### config.mk
export PLATFORM = sky130hd
export DESIGN_NAME = decrypt_lanes
export DESIGN_NICKNAME = d
export VERILOG_FILES = /design/src/rtl/decrypt_pkg.sv /design/src/rtl/decrypt_round.sv /design/src/rtl/decrypt_lanes.sv
export SDC_FILE = /design/constraint.sdc
export NUM_CORES = 1
export LEC_CHECK = 0
export CORE_ASPECT_RATIO = 1.5
export CORE_MARGIN = 2
export CORE_UTILIZATION = 50
export CTS_CLUSTER_DIAMETER = 80
export DETAILED_ROUTE_END_ITERATION = 6
export PLACE_DENSITY = 0.77
export REMOVE_ABC_BUFFERS = 1
export SLEW_MARGIN = 15
export SYNTH_ARGS = -nofsm -noshare
export SYNTH_HDL_FRONTEND = slang
export SYNTH_HIERARCHICAL = 1
export SYNTH_SLANG_ARGS = --single-unit
export TNS_END_PERCENT = 1
### constraint.sdc
create_clock -name CLK -period 5.2 [get_ports CLK]
set_clock_uncertainty 0.15 [all_clocks]
set_input_delay 1.04 -clock CLK [delete_from_list [all_inputs] [get_ports CLK]]
set_output_delay 1.04 -clock CLK [all_outputs]
set_load 0.1 [all_outputs]
### src/rtl/decrypt_pkg.sv
`default_nettype none
// ============================================================================
// Module      : decrypt_pkg
// Description : Shared types and helpers for the multi-lane iterative
//               decryptor (FSM state encoding, rotate-right-by-one, lane
//               bit offset).
// Revision    : 1.0 - initial release
// ============================================================================
package decrypt_pkg;

  // Widest word the rotate helper can handle; callers zero-extend into it.
  localparam int MAXW = 64;

  typedef enum logic [1:0] {
    IDLE = 2'd0,
    RUN  = 2'd1,
    DONE = 2'd2
  } state_e;

  // Rotate the low w bits of x right by one. Upper bits of x must be zero.
  function automatic logic [MAXW-1:0] rotr1(input logic [MAXW-1:0] x,
                                            input int unsigned     w);
    logic [MAXW-1:0] lsb;
    lsb = {{(MAXW-1){1'b0}}, x[0]};
    return (x >> 1) | (lsb << (w - 1));
  endfunction

  // Bit offset of lane idx inside a packed block of w-bit lanes.
  function automatic int unsigned lane_lo(input int unsigned idx,
                                          input int unsigned w);
    return idx * w;
  endfunction

endpackage
`default_nettype wire

### src/rtl/decrypt_round.sv
`default_nettype none
// ============================================================================
// Module      : decrypt_round
// Description : One decrypt round for one lane (combinational):
//               x_o = rotr1(x_i) ^ ((key_i + lane_i) mod 2^W).
// Revision    : 1.0 - initial release
// ============================================================================
module decrypt_round
  import decrypt_pkg::*;
#(
  parameter int W = 8   // 2..MAXW
) (
  input  logic [W-1:0] x_i,
  input  logic [W-1:0] key_i,
  input  logic [W-1:0] lane_i,
  output logic [W-1:0] x_o
);

  // Key plus lane offset wraps naturally in W bits.
  always_comb begin
    x_o = W'(rotr1(MAXW'(x_i), W)) ^ (key_i + lane_i);
  end

endmodule
`default_nettype wire

### src/rtl/decrypt_lanes.sv
`default_nettype none
// ============================================================================
// Module      : decrypt_lanes
// Description : Multi-lane iterative decryptor. Accepts LANES ciphertext
//               words per block, applies ROUNDS key rounds (one per clock,
//               keys used from index ROUNDS-1 down to 0), and presents the
//               plaintext with a valid/ready handshake. Key file is writable
//               only while idle; writes at other times set a sticky error.
// Revision    : 1.0 - initial release
// ============================================================================
module decrypt_lanes
  import decrypt_pkg::*;
#(
  parameter  int LANES  = 4,
  parameter  int W      = 8,
  parameter  int ROUNDS = 3,
  localparam int KA     = (ROUNDS > 1) ? $clog2(ROUNDS) : 1
) (
  input  logic               CLK,
  input  logic               RST,
  input  logic               KEY_WE,
  input  logic [KA-1:0]      KEY_ADDR,
  input  logic [W-1:0]       KEY_DATA,
  input  logic               IN_VALID,
  output logic               IN_READY,
  input  logic [LANES*W-1:0] IN_DATA,
  output logic               EN,
  input  logic               OUT_READY,
  output logic [LANES*W-1:0] OUT_DATA,
  output logic               KEY_ERR
);

  localparam logic [KA:0]   ROUNDS_C = (KA+1)'(ROUNDS);
  localparam logic [KA-1:0] LAST_R_C = KA'(ROUNDS - 1);

  state_e               state_q, state_d;
  logic [KA-1:0]        r_q;
  logic [LANES*W-1:0]   data_q;
  logic [W-1:0]         key_q [ROUNDS];
  logic                 key_err_q;

  logic [LANES*W-1:0]   round_w;
  logic [W-1:0]         key_w;
  logic                 accept_w;
  logic                 key_ok_w;

  assign accept_w = (state_q == IDLE) && IN_VALID;
  assign key_ok_w = KEY_WE && (state_q == IDLE) && ({1'b0, KEY_ADDR} < ROUNDS_C);
  // Keys are read live each round; the write protection outside IDLE keeps
  // them constant for the whole block.
  assign key_w    = key_q[r_q];

  assign IN_READY = (state_q == IDLE);
  assign EN       = (state_q == DONE);
  assign OUT_DATA = data_q;
  assign KEY_ERR  = key_err_q;

  // One round instance per lane; all lanes share the current key.
  for (genvar i = 0; i < LANES; i++) begin : g_lane
    localparam logic [W-1:0] LANE_C = W'(i);
    decrypt_round #(.W(W)) u_round (
      .x_i    (data_q[lane_lo(i, W) +: W]),
      .key_i  (key_w),
      .lane_i (LANE_C),
      .x_o    (round_w[lane_lo(i, W) +: W])
    );
  end

  // State register.
  always_ff @(posedge CLK) begin
    if (RST) state_q <= IDLE;
    else     state_q <= state_d;
  end

  // Next-state logic: accept -> ROUNDS round cycles -> wait for consumer.
  always_comb begin
    state_d = state_q;
    case (state_q)
      IDLE:    if (IN_VALID)    state_d = RUN;
      RUN:     if (r_q == '0)   state_d = DONE;
      DONE:    if (OUT_READY)   state_d = IDLE;
      default:                  state_d = IDLE;
    endcase
  end

  // Datapath, round counter, key file and sticky key-error flag.
  always_ff @(posedge CLK) begin
    if (RST) begin
      data_q    <= '0;
      r_q       <= '0;
      key_err_q <= 1'b0;
      for (int k = 0; k < ROUNDS; k++) key_q[k] <= '0;
    end else begin
      if (key_ok_w) key_q[KEY_ADDR] <= KEY_DATA;
      if (KEY_WE && (state_q != IDLE)) key_err_q <= 1'b1;

      if (accept_w) begin
        data_q <= IN_DATA;
        r_q    <= LAST_R_C;
      end else if (state_q == RUN) begin
        data_q <= round_w;
        if (r_q != '0) r_q <= r_q - 1'b1;
      end
    end
  end

endmodule
`default_nettype wire

After elaboration in Yosys (flattened, before gate mapping)
Memory sizes are Yosys's and may differ from the RTL's.
Index checks and enable logic that the tools add are counted.

word-level totals
  register bits after elaboration = 37
  latch bits = 0
  bits in writable memories = 24
  bits in read-only memories = 0
  input port bits = 47
  output and inout port bits = 35
  memories kept = 1

memories
  memory  depth  bits a word  rd ports  clocked after memory_dff  wr ports  RTL line             RTL
  key_q   3      8            1         0                         3         decrypt_lanes.sv:39  logic [W-1:0] key_q [ROUNDS];

operators by class
  $add $sub $neg = 4
  multiply operators = 0
  divide/modulo/power cells = 0
  order comparisons = 1
  eq/ne operators = 5
  shift operators = 0
  mux-type cells = 17
  bitwise operators = 8
  reductions and logical operators = 15

operators by type and width
  kind                 count
  $mux 32              2
  $or 7x8->8           4
  $xor 8x8->8          4
  $add 8x2->8 const B  2
  $mux 2               7
  $add 8x1->8 const B  1
  $mux 8               1
  $reduce_bool 2->1    4
  $reduce_or 8->1      1
  $mux 1               6
  $pmux 2 s3           1
  $logic_and 1x1->1    4
  $logic_not 2->1      2
  $ne 2x2->1 const B   2
  $reduce_and 2->1     2
  $reduce_and 3->1     1
  $eq 2x1->1 const B   1
  $eq 2x2->1 const B   1
  $lt 2x2->1 const B   1
  $ne 2x1->1 const B   1
  $reduce_or 2->1      1
  $sub 2x1->2 const B  1

Depth between registers and ports, before layout
  word-level depth = 8
  mapped depth = 12

Hierarchy
The synthesis kept the hierarchy.

modules (own cells, without submodules)
  module         instances  cells an instance  area an instance (um^2)  sequential area each (um^2)
  decrypt_lanes  1          245                2960.3                   1701.6
  decrypt_round  4          51                 401.6                    0.0

Worst setup path after synthesis
No wires, ideal clock.

  path kind = flip-flop to output port
  from = register state_q[0]
  to = output IN_READY
  data arrival time = 1648 ps
  data required time = 4010 ps
  setup slack = 2362 ps
  stages on the path, launching flop included = 2
  path buffers = 0
  path through = dfxtp_1 > nor2_1

between the ends
  longest elaborated chain between the ends = 1

RTL lines
  what                      RTL line             RTL
  start: declaration        decrypt_lanes.sv:36  state_e state_q, state_d;
  start signal: assignment  decrypt_lanes.sv:72  else state_q <= state_d;
  $logic_not 2->1           decrypt_lanes.sv:53  assign IN_READY = (state_q == IDLE);
  end: declaration          decrypt_lanes.sv:25  output logic IN_READY,

Every way passes these cells.

Final worst setup path
  from = register state_q[1]
  to = output EN

between the ends
  longest elaborated chain between the ends = 1

RTL lines
  what              RTL line             RTL
  $eq 2x2->1        decrypt_lanes.sv:54  assign EN = (state_q == DONE);
  end: declaration  decrypt_lanes.sv:27  output logic EN,

Every way passes these cells.

==> flow_metrics.env <==
export IMPL_outcome="finished, final reports clean"
export IMPL_drive_above_1_share_pct=11.2
export IMPL_min_path_type="reg -> reg"
export IMPL_r2r_end="OUT_DATA[30]$_SDFFE_PP0P_"
export IMPL_post_cts_buffers=0
export IMPL_fin_crit_ps=3360
export IMPL_crit_fanout=9
export IMPL_cts_sinks=69
export IMPL_rsz0062_at_grt="no"
export IMPL_synth_edf_count=32
export IMPL_grt_pass1_wl_um=18100
export IMPL_cts_buffers_inserted=9
export IMPL_tritoncts="done"
export IMPL_area_growth_pct=29.0
export IMPL_ir_drop_mv=0.276
export IMPL_ctsResizeCount=0
export IMPL_synthCells=449
export IMPL_p_leak_nw=2.43
export IMPL_cts_root_buf="clkbuf_16"
export IMPL_maxSlewViolCount=0
export IMPL_slew_headroom_pct=34.7
export IMPL_clkLatencyLatePin_ps=330
export IMPL_numPortBuffers=81
export IMPL_n_antenna_cell=0
export IMPL_pre_cts_ws_ps=1940
export IMPL_tightest_slew_ps=977
export IMPL_required_ps=4010
export IMPL_dp_cells=664
export IMPL_grt_max_degree=41
export IMPL_finalNetCount=644
export IMPL_hold_path_startpoint="KEY_ERR$_SDFFE_PP0P_"
export IMPL_finalNonFillerCells=680
export IMPL_cts_hold_buffers=0
export IMPL_drc_errors=0
export IMPL_cp_start_kind="register"
export IMPL_io_pins=82
export IMPL_yosys_most_used_dff="dfxtp_1"
export IMPL_crit_type="reg -> out"
export IMPL_avgSynthCellArea_sq_um=10.2
export IMPL_ys_seq_elements=69
export IMPL_die_w_um=82.0
export IMPL_yosysUniqueCellTypes=42
export IMPL_start_util_pct=51.7
export IMPL_dieHeight_um=121
export IMPL_num_rows=42
export IMPL_period_share_pct=64.6
export IMPL_fillers=720
export IMPL_hold_end="KEY_ERR$_SDFFE_PP0P_"
export IMPL_antenna_found_initial=0
export IMPL_r2r_slack_ps=1910
export IMPL_dr_pass1_iters=4
export IMPL_fin_ws_ps=1840
export IMPL_r2r_cells=9
export IMPL_core_area_sq_um=8830
export IMPL_dieArea_sq_um=9930
export IMPL_grt_pass1_vias=3886
export IMPL_vias=3719
export IMPL_clkTransAtPathRegs_ps=50
export IMPL_finalPower_mw=2.26
export IMPL_via_per_inst=5.47
export IMPL_wl_per_cell_um=16.2
export IMPL_synthArstFlopShare_pct=0
export IMPL_crit_path_end_kind="output port"
export IMPL_dp_hpwl_um=7980
export IMPL_yosysWarnings=6
export IMPL_drtIter0Drc=174
export IMPL_gp_congestion=0.830
export IMPL_powerDensity_nw_per_um2=384
export IMPL_synth_seq_area_share_pct=37.3
export IMPL_fmax_mhz=298
export IMPL_drv_cap=0
export IMPL_arrival_ps=2170
export IMPL_ctsLongestPathBuffers=2
export IMPL_syn_area_sq_um=4570
export IMPL_finalSetupViolCount=0
export IMPL_grt_util_all_layers_pct=24.1
export IMPL_reg2reg_from="r_q[0]$_SDFFE_PP0P_"
export IMPL_grt_overflow_total=0
export IMPL_cts_max_level=3
export IMPL_hold_violations=0
export IMPL_min_delay_path_depth=2
export IMPL_routed_wirelength_um=11000
export IMPL_ant_nets=0
export IMPL_tns_ps=0
[synthesized netlist by cell type, drive strengths merged, types with 5 or more instances]
library cell	count	area, sq um
a311oi	8	70.1
clkbuf	6	22.5
o21ai	19	95.1
nor3	6	41.3
mux4	8	180
nor2b	6	37.5
nand2b	5	31.3
o221a	32	360
inv	46	173
o31ai	8	60.1
edfxtp	32	961
buf	15	76.3
dfxtp	37	741
nand2	17	63.8
and2	32	200
a21oi	47	235
xor2	16	170
ha	28	350
xnor2	36	315
[registers in the layout, summed over array words and instances (netlist names)]
signal and count:
r_q 2, KEY_ERR 1, key_q 32, OUT_DATA 32, state_q 2
[layout make-up]
class,count,area (sq um),area share (%)
clock inverter,5,51.3,0.870
sequential,69,1700,28.9
multi-input combinational,355,2750,46.7
timing repair buffer,84,833,14.1
clock buffer,11,243,4.12
inverter,46,173,2.93
tap,110,138,2.34
[cells in the final DEF (no fill, tap or decap), types with 28 or more instances in the layout]
cell,synthesis,routed
clkdlybuf4s50_1,0,81
a21oi_1,47,47
inv_1,46,46
conb_1,2,44
dfxtp_1,37,37
xnor2_1,36,36
and2_1,32,32
edfxtp_1,32,32
o221a_2,28,28
ha_1,28,28
[critical path, stage by stage (launching register included)]
cell and delay, ps:
dfxtp_1 500, and2b_2 210, clkdlybuf4s50_1 1120
[report_power, final]
group	switching, mW	leakage, nW	internal, mW
logic	0.617	1.65	0.350
clock network	0.226	0.143	0.381
registers	0.0587	0.635	0.628
[worst max-delay path by stage]
| stage | from | endpoint | slack [ps] |
|---|---|---|---|
| after floorplan | state_q[0]$_SDFFE_PP0P_ | OUT_DATA[0]$_SDFFE_PP0P_ | 1890 |
| after global placement | RST | key_q[2][0]$_SDFFCE_PN0P_ | 1990 |
| after detailed placement | RST | key_q[2][7]$_SDFFCE_PN0P_ | 1940 |
| after CTS | state_q[1]$_SDFFE_PP0P_ | EN | 1820 |
| after global routing | r_q[0]$_SDFFE_PP0P_ | OUT_DATA[30]$_SDFFE_PP0P_ | 1700 |
| final | state_q[1]$_SDFFE_PP0P_ | EN | 1840 |
[per-layer routing]
metal | vias to the layer above | global-route usage, % | share of wire, %
met5 | - | 0 | 0
met4 | 0 | 9.38 | 1.9
met3 | 18 | 5.80 | 4.1
met2 | 88 | 43.2 | 55
met1 | 1791 | 26.7 | 39
li1 | 1822 | - | -
[stage by stage]
stage / hold slack (ps) / utilization [%] / cell area, sq um
6_report: 295 / 66.8 / 5890
5_1_grt: 328 / 66.8 / 5890
4_1_cts: 303 / 66.8 / 5890
3_5_place_dp: 295 / 63.4 / 5600
3_3_place_gp: 286 / 63.4 / 5600
2_1_floorplan: 429 / - / 4630
[cell families after synthesis]
kind of cell,Yosys count,share of synthesized area (%)
mux,8,3.95
xor+xnor,52,10.6
compound gates,129,20.6
buf+inv,67,5.95
other cells,2,0.164
fa+ha+maj,32,9.42
simple gates,90,12.0
flops,69,37.3
Note: power is estimated with default switching activity, not from simulation.
